`config.mk`:
```
export PLATFORM = sky130hd
export DESIGN_NAME = div_unit
export DESIGN_NICKNAME = d
export VERILOG_FILES = /design/src/rtl/div_unit.sv
export SDC_FILE = /design/constraint.sdc
export NUM_CORES = 1
export LEC_CHECK = 0
export BUFFER_PORTS_ARGS = -buffer_cell sky130_fd_sc_hd__buf_2
export CORE_ASPECT_RATIO = 0.7
export CORE_UTILIZATION = 38
export DETAILED_ROUTE_END_ITERATION = 6
export GPL_TIMING_DRIVEN = 0
export MAX_ROUTING_LAYER = met4
export PLACE_DENSITY_LB_ADDON = 0.25
export SYNTH_ARGS = -nofsm -noshare
export SYNTH_HDL_FRONTEND = slang
export SYNTH_SLANG_ARGS = --single-unit
```
`constraint.sdc`:
```
create_clock -name clk -period 11.35 [get_ports clk]
set_clock_uncertainty 0.1 [all_clocks]
set_input_delay 1.135 -clock clk [delete_from_list [all_inputs] [get_ports clk]]
set_output_delay 1.135 -clock clk [all_outputs]
set_load 0.01 [all_outputs]
```
`src/rtl/div_unit.sv`:
```
// Multi-cycle radix-2 restoring divider for DIV/DIVU in the execute stage.
// Produces quotient on lo and remainder on hi; stalls the pipeline while busy.
module div_unit #(
    parameter int WIDTH = 32
) (
    input  logic             clk,
    input  logic             rst,
    input  logic             start,
    input  logic             signed_div,
    input  logic             cancel,
    input  logic [WIDTH-1:0] a,
    input  logic [WIDTH-1:0] b,
    output logic             div_stall,
    output logic             result_valid,
    output logic [WIDTH-1:0] hi,
    output logic [WIDTH-1:0] lo
);

    localparam int CW = $clog2(WIDTH) + 1;

    typedef enum logic [1:0] {
        IDLE = 2'd0,
        CALC = 2'd1,
        DONE = 2'd2
    } state_t;

    state_t           state;
    logic [CW-1:0]    cnt;
    logic [WIDTH-1:0] rem;
    logic [WIDTH-1:0] quo;
    logic [WIDTH-1:0] divMag;
    logic             negQ;
    logic             negR;

    logic [WIDTH-1:0] aMag;
    logic [WIDTH-1:0] bMag;
    logic [WIDTH:0]   remShift;
    logic [WIDTH:0]   diff;
    logic [WIDTH-1:0] remNext;
    logic [WIDTH-1:0] quoNext;
    logic             lastIter;

    // rem < divMag always holds, so the shifted remainder minus divMag stays
    // within a signed WIDTH+1 range and diff[WIDTH] is a valid sign bit.
    always_comb begin
        aMag     = (signed_div & a[WIDTH-1]) ? -a : a;
        bMag     = (signed_div & b[WIDTH-1]) ? -b : b;
        remShift = {rem, quo[WIDTH-1]};
        diff     = remShift - {1'b0, divMag};
        if (!diff[WIDTH]) begin
            remNext = diff[WIDTH-1:0];
            quoNext = {quo[WIDTH-2:0], 1'b1};
        end else begin
            remNext = remShift[WIDTH-1:0];
            quoNext = {quo[WIDTH-2:0], 1'b0};
        end
        lastIter = (cnt == CW'(WIDTH - 1));
    end

    assign div_stall = ((state == IDLE) & start & ~cancel) | (state == CALC);

    always_ff @(posedge clk or posedge rst) begin
        if (rst) begin
            state        <= IDLE;
            cnt          <= '0;
            rem          <= '0;
            quo          <= '0;
            divMag       <= '0;
            negQ         <= 1'b0;
            negR         <= 1'b0;
            hi           <= '0;
            lo           <= '0;
            result_valid <= 1'b0;
        end else begin
            result_valid <= 1'b0;
            if (cancel) begin
                state <= IDLE;
            end else begin
                case (state)
                    IDLE: begin
                        if (start) begin
                            rem    <= '0;
                            quo    <= aMag;
                            divMag <= bMag;
                            negQ   <= signed_div & (a[WIDTH-1] ^ b[WIDTH-1]);
                            negR   <= signed_div & a[WIDTH-1];
                            cnt    <= '0;
                            state  <= CALC;
                        end
                    end
                    CALC: begin
                        rem <= remNext;
                        quo <= quoNext;
                        cnt <= cnt + CW'(1);
                        if (lastIter) begin
                            lo           <= negQ ? -quoNext : quoNext;
                            hi           <= negR ? -remNext : remNext;
                            result_valid <= 1'b1;
                            state        <= DONE;
                        end
                    end
                    // start is still high for the finished instruction here
                    DONE: state <= IDLE;
                    default: state <= IDLE;
                endcase
            end
        end
    end

endmodule

```
==> impl_results.md, run 1 <==
* Cts hold-fix bufs at 0
* Family with the most delay on the worst path: compound AO/OA/AOI/OAI gates
* Number of nets in the synthesized netlist at 1,529
* Final core area utilization at 0.447
* # port buffers at approximately 130
* Top-level port count at roughly 140
* Via count at around 11k
* Peak VDD IR at 0.154 mV
* DIE HEIGHT at ~150 um
* Critical path buffers and inverters at 5
* Asr flop ratio synth at 1.00
* Crit path capture type: register
* Post-CTS clock slew at the launch and capture registers of the worst setup and hold paths at about 0.07 ns
* CTS tree: done
* Final slew viol count at 0
* Portion of the post-synthesis area used by sequential elements at 0.365
* ANT nets after route at 0
* Data arrival time at the worst-slack endpoint at around 7.1 ns
* Wirelength per Cell at approximately 20 um
* H-tree depth reported by CTS at 4
* Worst slew margin at 0.194
* Grt total ovfl at 0
* Pin count of the biggest net entering global routing at 100
* Area growth from synthesis to layout at 15.2%
* Number of diodes at 0
* HPWL after detailed placement at approximately 31,000 um
* Starting Density at 0.388
* Clock Sinks at 171
* Largest area contributor in the netlist: dfrtp_1
* Status: complete, no violations
* Global-route wire length before repair at 60,300 um
* Number of gates resized after cts at 0
* Clock latency on the worst-skew pair at between 0.4 and 0.5 ns
* Core Footprint at 30,200 sq um
* Die Wd at ~210 um
* Proportion of layout cells with a drive suffix above 1 at 0.128
* Number of antenna violations at the first check in global routing at 0
* Final setup violation count at 0
* Max-capacitance violation count at 0
* Number of hold violations in the final report at 0
* GR Util All Layers at 0.258
* Total of flip-flops plus latches after synthesis at 171
* Final critical-path required period at about 6.9 ns
* Type of the setup path with the least slack: reg -> reg
* Number of standard cells after synthesis at about 1.4k
* Cell area after synthesis at about 12,000 sq um
* Worst-Margin Slew at 1.18 ns
* Master cell of the clock root buffer: clkbuf_16
* Slowest stage cell on the critical path: a21oi_1
* Setup TNS at 0 ns
* Initial DRT Pass Iterations at 5
* Per-instance average area after synthesis at between 8 and 9 sq um
* Layout Nets at approximately 1.7k
* Die footprint at between 30,000 and 40,000 sq um
* Starting DRT DRC Count at about 1.1k
* Count of yosys warnings during synthesis at 0
* Most instantiated library cell after synthesis: nand2_1
* Proportion of netlist area held by the largest area contributor at 0.365
* Routed via count divided by cell count at between 5 and 6
* Worst hold margin at about 0.37 ns
* GP Congestion at roughly 0.9
* Critical path peak fanout at 10
* Unrepaired setup endpoints after global routing: no
* Final worst-path cycle share at 0.610
* Total power of the final layout at between 4 and 5 mW
* Power Dens Cells at between 300 and 400 nW/um^2
* Leakage dissipation at approximately 6.0 nW
* Count of flip-flops with a built-in enable after synthesis at 0
* Standard-cell rows at 53
* Number of clock buffers inserted by TritonCTS at 17
* Class of the tightest hold or removal check: reg -> reg
* Required arrival time at the worst endpoint at approximately 12 ns
* Kind of start point of the critical path: register
* Top post-synthesis cells by area: dfrtp_1 (37%), o21ai_0 (8.7%), nand2_1 (7.3%)
* Number of buffers between clock root and the deepest sink at 2
* DR DRC count at 0
* Total length of routed wires at 39,100 um
* Max Freq at roughly 140 MHz
* Prevailing post-synth register cell: dfrtp_1
* Ranking of synthesized cells by instance count: nand2_1 (229), o21ai_0 (204), dfrtp_1 (171), a21oi_1 (74), nor2_1 (74)
* Maximum cell stage delay along the critical path at approximately 0.60 ns
* Number of global-route vias before repair at just over 10k
* Post-synthesis cell type count at 80
* Post CTS Setup Buffer Count at 0
* CP cell instances: ha_1 -> buf_2 -> nand4_1 -> a2111oi_2 -> o31a_1 -> o211ai_1 -> a21oi_1 -> nor2_2 -> inv_2 -> buf_2 -> buf_1 -> nor2_1 -> a21oi_1 -> ha_1 -> inv_1 -> or4_1 -> a2111oi_0 -> a31o_2 -> nand3_4 -> o41ai_1 -> xor2_1 -> o21ai_1
-- through the flow --
step | area (sq um) | setup slack (ns) | cells
2_1_floorplan | 11700 | 5.48 | 1422
3_3_place_gp | 12900 | 3.27 | 1968
3_5_place_dp | 12900 | 4.62 | 1969
4_1_cts | 13500 | 4.59 | 2001
5_1_grt | 13500 | 4.05 | 2001
6_report | 13500 | 4.43 | 2001
-- cells in the final DEF (no fill, tap or decap), types with 6 or more instances in the layout --
master     netlist  final
a21boi_0         6      6
a21o_1           8      8
a21oi_1         74     74
a22oi_1         35     35
a31oi_1          9      9
and2_1          14     14
buf_2            8    142
clkbuf_1        57     59
clkbuf_16        0     17
dfrtp_1        171    171
ha_1            37     37
inv_1           57     56
mux2i_1         19     19
nand2_1        229    229
nand2b_1        10     10
nand3_1         18     18
nand4_1         15     15
nor2_1          74     74
nor2b_1          8      8
nor3_1          25     25
nor4_1          25     25
o211ai_1        10     10
o21a_1          10     10
o21ai_0        204    204
o21ai_1         12     12
o31ai_1         22     22
o41ai_1         10     10
or3_1           20     20
or4_1            9      9
xnor2_1         68     68
xor2_1          65     65
-- state kept, by name, summed over array words and instances, names as in the netlist --
register / count
cnt: 6
divMag: 32
hi: 32
lo: 32
negQ: 1
negR: 1
quo: 32
rem: 32
result_valid: 1
state: 2
-- layer usage --
metal	global-route usage	vias to the layer above	share of wire
met5	-	-	0
met4	0.0518	0	0.011
met3	0.0415	26	0.076
met2	0.340	455	0.40
met1	0.406	5480	0.52
li1	-	5396	-
-- cells by family (layout without fill, tap and decap cells) --
group           after synthesis  count (layout)  share of synthesized area
flops                       171             171                      0.365
xor+xnor                    133             133                     0.0994
mux                          24              24                     0.0210
compound gates              454             454                      0.240
simple gates                470             470                      0.188
buf+inv                     132             299                     0.0452
fa+ha+maj                    38              38                     0.0412
-- layout make-up --
cell class	count	area, sq um
buffer	74	312
clock buffer	20	447
clock inverter	12	113
fill	3038	16700
inverter	58	225
multi-input combinational	1119	6910
sequential	171	4280
tap	412	515
timing repair buffer	135	698
-- worst paths after layout --
kind	from	end	slack [ns]	depth (start not counted)
worst max-delay path	rem[9]	hi[28]	4.43	22
min in group asynchronous	rst	lo[17]	0.72	2
max in group asynchronous	rst	divMag[18]	9.59	3
worst max register to register	rem[9]	hi[28]	4.43	22
worst min register to register	hi[6]	hi[6]	0.37	2
worst min-delay path	hi[6]	hi[6]	0.37	2
-- power breakdown --
part	switching [mW]	leakage, nW	internal [mW]
logic	1.64	3.48	0.930
registers	0.174	2.27	0.725
clock network	0.270	0.272	0.311
-- worst register-to-register path, cell delays in order (launching register included) --
cell       delay, ns
dfrtp_1         0.47
ha_1            0.32
buf_2           0.19
nand4_1         0.20
a2111oi_2       0.39
o31a_1          0.37
o211ai_1        0.16
a21oi_1         0.60
nor2_2          0.24
inv_2           0.18
buf_2           0.31
buf_1           0.60
nor2_1          0.09
a21oi_1         0.29
ha_1            0.20
inv_1           0.10
or4_1           0.52
a2111oi_0       0.40
a31o_2          0.25
nand3_4         0.12
o41ai_1         0.43
xor2_1          0.21
o21ai_1         0.08
Power figures use the tool's default switching activity.
==> inputs of run 2 (changes only) <==
--- a/config.mk
+++ b/config.mk
@@ -5,6 +5,7 @@
 export SDC_FILE = /design/constraint.sdc
 export NUM_CORES = 1
 export LEC_CHECK = 0
+export ABC_AREA = 1
 export BUFFER_PORTS_ARGS = -buffer_cell sky130_fd_sc_hd__buf_2
 export CORE_ASPECT_RATIO = 0.7
 export CORE_UTILIZATION = 38
==> constraint.sdc (replaced) <==
create_clock -name clk -period 7 [get_ports clk]
set_clock_uncertainty 0.1 [all_clocks]
set_input_delay 0.7 -clock clk [delete_from_list [all_inputs] [get_ports clk]]
set_output_delay 0.7 -clock clk [all_outputs]
set_load 0.01 [all_outputs]
==> run 2 against run 1 <==
Non-clock buffer count fell by 14. First-iteration DRC count grew 27%. Clock power is 72% higher. Via count increased by 21%. Largest power group unchanged. Synthesized cell count grew 40%.
==> impl_results.md, run 2 <==
* Portion of the post-synthesis area used by sequential elements at 0.328
* DR DRC count at 0
* Ranking of synthesized cells by instance count: nand2_1 (712), inv_1 (268), dfrtp_1 (171), nor2_1 (151), nand3_1 (147)
* Minimum setup slack in the final design at ~1.6 ns
* Class of the tightest hold or removal check: in -> async
* H-tree depth reported by CTS at 4
* Commonest non-fill, non-tap cell in the layout: nand2_1
* Wirelength per Cell at between 15 and 20 um
* Number of hold violations in the final report at 0
* Critical path peak fanout at 10
* Post-route design area at approximately 15,000 sq um
* Sequential power share at 0.195
* Internal power at 3.18 mW
* Asr flop ratio synth at 1.00
* Peak VDD IR at ~0.23 mV
* Largest area contributor in the netlist: dfrtp_1
* Core Footprint at roughly 34,000 sq um
* Prevailing post-synth register cell: dfrtp_1
* Status: complete, no violations
* Starting Density at 0.388
* Slowest stage cell on the critical path: o41ai_1
* Die Wd at about 220 um
* Per-instance average area after synthesis at about 6.5 sq um
* Proportion of layout cells with a drive suffix above 1 at 0.117
* Starting DRT DRC Count at 1,429
* Clock power frac at 0.141
* Post-CTS clock slew at the launch and capture registers of the worst setup and hold paths at about 0.07 ns
* Number of cells on the worst reg-to-reg path at 26
* Count of flip-flops with a built-in enable after synthesis at 0
* Standard-cell rows at 56
* GP Congestion at roughly 0.96
* Setup TNS at 0 ns
* Data arrival time at the worst-slack endpoint at approximately 5.6 ns
* Top-level port count at 135
* P_sw at around 3.9 mW
* Worst-Margin Slew at 0.875 ns
* Switching portion of total power at 0.550
* Max-capacitance violation count at 0
* Post-synthesis cell type count at 47
* Number of antenna violations at the first check in global routing at 0
* Via count at around 14k
* Final slew viol count at 0
* Post CTS Setup Buffer Count at 0
* Clock latency on the worst-skew pair at around 0.46 ns
* Cts hold-fix bufs at 0
* Required arrival time at the worst endpoint at ~7.2 ns
* ANT nets after route at 0
* Final setup violation count at 0
* Total of flip-flops plus latches after synthesis at 171
* Unrepaired setup endpoints after global routing: no
* Final core area utilization at 0.443
* Grt total ovfl at 0
* Cell area after synthesis at about 13,000 sq um
* Number of standard cells after synthesis at about 2.0k
* Most instantiated library cell after synthesis: nand2_1
* Pin count of the biggest net entering global routing at 110
* Post-place instance area at between 10,000 and 15,000 sq um
* Final critical-path required period at 5.41 ns
* R2r startpoint: quo[31]
* Worst slew margin at 0.409
* Die footprint at 35,100 sq um
* Most used cells in the layout excluding fill and tap cells: nand2_1 (712), inv_1 (267), dfrtp_1 (171), nor2_1 (151), nand3_1 (147)
* Kind of start point of the critical path: register
* # port buffers at 134
* Number of nets in the synthesized netlist at roughly 2.1k
* Power Dens Cells at around 470 nW/um^2
* Combinational Power Share at 0.664
* Area growth from synthesis to layout at 14.2%
* Routed via count divided by cell count at approximately 5.3
* DIE HEIGHT at 157 um
* Type of the setup path with the least slack: reg -> reg
* Total length of routed wires at a little under 50,000 um
* Count of yosys warnings during synthesis at 0
* Max Freq at 185 MHz
* GR Util All Layers at 0.288
* Number of clock buffers inserted by TritonCTS at 17
* Leakage dissipation at between 8 and 9 nW
* Number of buffers between clock root and the deepest sink at 2
* Number of global-route vias before repair at 12.4k
* Crit path capture type: register
* Slack of the worst reg-to-reg path at ~1.6 ns
* Global-route wire length before repair at 73,600 um
* Final worst-path cycle share at 0.772
* Maximum cell stage delay along the critical path at ~0.7 ns
* Total power of the final layout at a little over 7 mW
* Initial DRT Pass Iterations at 5
* Cell with the most instances on the worst path: nand2_2
* Layout Nets at about 2.3k
* HPWL after detailed placement at 39,400 um
* Proportion of netlist area held by the largest area contributor at 0.328
* Top post-synthesis cells by area: dfrtp_1 (33%), nand2_1 (20%), inv_1 (7.7%)
* Clock Sinks at 171
* Number of gates resized after cts at 0
* Pre-CTS worst setup slack at ~1.8 ns
* CTS tree: done
* Number of diodes at 0
* FF-to-FF End: lo[28]
* Master cell of the clock root buffer: clkbuf_16
[run 2: cell count changes after synthesis, sizes merged, moves of 50 or more]
cell | before | now
o21ai | 217 | 98
nand3 | 19 | 150
nand2 | 229 | 748
xnor2 | 68 | 18
inv | 58 | 276
nor2 | 75 | 165
[run 2: worst max-delay path, delay by kind of cell (launching register included)]
family                   cells  cell delay (ns)
AND/OR/NAND/NOR             14             1.84
AO/OA/AOI/OAI                3             1.16
adder cells (fa/ha/maj)      3             0.82
buffers and inverters        5             0.65
flip-flops                   1             0.35
XOR/XNOR                     1             0.34
[run 2: worst max-delay path by stage]
stage	start	to	cells past startpoint	slack, ns
2_1_floorplan	rst	cnt[0]	1	1.57
3_3_place_gp	rst	divMag[21]	2	-0.66
3_5_place_dp	quo[31]	lo[28]	26	1.77
4_1_cts	quo[31]	lo[28]	26	1.72
5_1_grt	quo[31]	lo[22]	30	1.29
6_report	quo[31]	lo[28]	26	1.59
[run 2: routing by layer]
metal | part of all wire | up-vias | global-route usage
li1 | - | 6662 | -
met1 | 0.51 | 6520 | 0.438
met2 | 0.38 | 519 | 0.368
met3 | 0.10 | 40 | 0.0836
met4 | 0.0090 | 0 | 0.0525
met5 | 0 | - | -
[run 2: power by group through the flow]
stage,Clock (mW),Combinational (mW),Sequential [mW]
global route,1.05,5.20,1.40
finish,0.999,4.68,1.38
floorplan,0,3.37,1.31
detailed placement,0,4.55,1.39
global placement,0,4.51,1.38
CTS,1.01,4.58,1.37
[run 2: cell type report]
cell class / instances / area (sq um)
Clock inverter: 12 / 134
Buffer: 60 / 292
Fill cell: 3587 / 18700
Inverter: 278 / 1050
Timing Repair Buffer: 135 / 698
Multi-Input combinational cell: 1486 / 7430
Clock buffer: 20 / 467
Tap cell: 435 / 544
Sequential cell: 171 / 4280
[run 2: cell families (layout without fill, tap and decap cells)]
group                      count (synthesis)  after routing  synth area share
AOI/OAI and AO/OA                        216            216            0.0998
buffers and inverters                    338            505             0.102
xor gates and xnor gates                  86             86            0.0578
adders and majority gates                 38             38            0.0370
DFF                                      171            171             0.328
and+or+nand+nor                         1145           1145             0.374
muxes                                      1              1          0.000767
[run 2: through the flow]
stage                     hold WS [ns]  cells
after floorplan                  0.353   1995
after global placement           0.358   2564
after detailed placement         0.362   2565
final                            0.185   2597
after CTS                        0.192   2597
after global routing             0.220   2597
==> inputs of run 3 (changes only) <==
==> constraint.sdc (replaced) <==
create_clock -name clk -period 4.95 [get_ports clk]
set_clock_uncertainty 0.1 [all_clocks]
set_input_delay 0.495 -clock clk [delete_from_list [all_inputs] [get_ports clk]]
set_output_delay 0.495 -clock clk [all_outputs]
set_load 0.01 [all_outputs]
==> run 3 against run 2 <==
The flow now finishes with violations (design-rule violations). Via count is 0.36% higher. Hold slack worse by 0.089 ns. Critical path depth rose by 3. Sequential cell count did not move. Clock-buffer cell count unchanged. Register-to-register slack got worse by 1.3 ns. Total power up 45%. Cell count rose by 0.42%. Design area is 1.8% higher. Sequential share of layout area decreased by 0.51 points. Critical path type unchanged.
==> impl_results.md, run 3 (synthesis results as in run 2) <==
* Max-capacitance violation count at 0
* Status: complete, but fails checks
* Slowest stage cell on the critical path: fa_2
* # port buffers at 134
* CTS tree: done
* Critical path peak fanout at 12
* Post-route design area at about 15,000 sq um
* Starting Density at 0.388
* Core Footprint at 33,600 sq um
* Number of hold violations in the final report at 0
* Master cell of the clock root buffer: clkbuf_16
* Final core area utilization at 0.451
* R2r startpoint: quo[31]
* HPWL after detailed placement at ~39,000 um
* Top-level port count at around 140
* Violations in the final reports: design-rule violations
* Die footprint at approximately 35,000 sq um
* Top routing layer in use: met4
* GP Congestion at 0.973
* Max Freq at 217 MHz
* Commonest non-fill, non-tap cell in the layout: nand2_1
* Routed via count divided by cell count at about 5.3
* GR Util All Layers at 0.285
* FF-to-FF End: lo[22]
* Clock power frac at 0.149
* Sequential power share at 0.191
* Leakage dissipation at 8.14 nW
* Worst-Margin Slew at 0.919 ns
* Combinational Power Share at 0.660
* Clock Sinks at about 170
* Grt total ovfl at 0
* Pin count of the biggest net entering global routing at a little over 40
* Number of antenna violations at the first check in global routing at 0
* Slack of the worst reg-to-reg path at between 0.3 and 0.4 ns
* Switching portion of total power at 0.535
* Total length of routed wires at 47,800 um
* Cell with the most instances on the worst path: nand2_1
* ANT nets after route at 0
* H-tree depth reported by CTS at 4
* Number of diodes at 0
* Met2 Wirelength at ~18,000 um
* Final worst-path cycle share at 0.932
* Number of clock buffers inserted by TritonCTS at 17
* Routed metal-1 wire length at between 20,000 and 25,000 um
* Data arrival time at the worst-slack endpoint at 4.90 ns
* Unrepaired setup endpoints after global routing: no
* P_sw at ~5.5 mW
* Final setup violation count at 0
* Final slew viol count at 0
* Internal power at around 4.7 mW
* Amount of wire on met3 after detailed routing at about 4800 um
* Clock latency on the worst-skew pair at approximately 0.45 ns
* Standard-cell rows at 56
* Peak VDD IR at around 0.33 mV
* Starting DRT DRC Count at 1,358
* Wirelength per Cell at roughly 18 um
* Fin cells at ~2.6k
* Power Dens Cells at about 670 nW/um^2
* Global-route wire length before repair at between 70,000 and 80,000 um
* Number of placed instances with taps included at around 2.6k
* Most used cells in the layout excluding fill and tap cells: nand2_1 (712), inv_1 (267), dfrtp_1 (171), nor2_1 (151), nand3_1 (144)
* Post-place instance area at 14,300 sq um
* Area growth from synthesis to layout at 16.2%
* Total power of the final layout at 10.2 mW
* Layout Nets at 2,269
* Critical path buffers and inverters at 3
* Number of buffers between clock root and the deepest sink at 2
* Post-CTS clock slew at the launch and capture registers of the worst setup and hold paths at 0.07 ns
* Kind of start point of the critical path: register
* Proportion of layout cells with a drive suffix above 1 at 0.126
* DIE HEIGHT at about 160 um
* Total number of cells along the worst setup path at 29
* Family with the most delay on the worst path: simple AND/OR/NAND/NOR gates
* Worst slew margin at 0.382
* DR DRC count at 1
* Initial DRT Pass Iterations at 7
* Type of the setup path with the least slack: reg -> reg
* Maximum cell stage delay along the critical path at 0.36 ns
* Via count at 13.8k
* Number of cells on the worst reg-to-reg path at 29
* Number of global-route vias before repair at 12.6k
* Die Wd at roughly 220 um
* Final critical-path required period at around 4.6 ns
* Required arrival time at the worst endpoint at 5.23 ns
* Class of the tightest hold or removal check: in -> async
* Crit path capture type: register
run 3: routing by layer:
layer / global-route usage / vias to the layer above
li1: - / 6684
met1: 0.434 / 6562
met2: 0.371 / 521
met3: 0.0786 / 23
met4: 0.0372 / 0
met5: - / -
run 3: cell type report:
| class | instances | area (sq um) |
|---|---|---|
| clock buffers | 20 | 467 |
| repair buffers | 149 | 833 |
| plain buffers | 59 | 293 |
| fillers | 3580 | 18500 |
| inverters | 278 | 1050 |
| well taps | 435 | 544 |
| clock inverters | 10 | 189 |
| flip-flops and latches | 171 | 4280 |
| multi-input cells | 1486 | 7510 |
run 3: how the worst max path moves through the flow:
stage / startpoint / to / slack, ns
after floorplan: quo[31] / lo[24] / 0.97
after global placement: quo[31] / lo[22] / -0.12
after detailed placement: quo[31] / lo[28] / -0.23
after CTS: quo[31] / lo[22] / 0.07
after global routing: quo[31] / lo[22] / 0.02
final: quo[31] / lo[22] / 0.34
run 3: power by group through the flow:
stage	Sequential, mW	Clock, mW	Combinational [mW]
after floorplan	1.86	0	4.76
after global placement	1.95	0	6.38
after detailed placement	1.96	0	6.43
after CTS	1.93	1.54	6.47
after global routing	1.98	1.59	7.53
final	1.95	1.52	6.74
run 3: through the flow:
| step | setup slack, ns | hold slack [ns] | TNS, ns |
|---|---|---|---|
| 2_1_floorplan | 0.969 | 0.353 | 0 |
| 3_3_place_gp | -0.118 | 0.359 | -0.237 |
| 3_5_place_dp | -0.225 | 0.363 | -0.455 |
| 4_1_cts | 0.0684 | 0.106 | 0 |
| 5_1_grt | 0.0180 | 0.154 | 0 |
| 6_report | 0.335 | 0.0954 | 0 |
run 3: timing repair:
| action | CTS | global route |
|---|---|---|
| hold buffers | 0 | 0 |
| resized for setup | 4 | 12 |
| pin swaps | 0 | 8 |
| cloned | 0 | 0 |
| setup endpoints to repair | 6 | 8 |
| buffers inserted | 0 | 11 |
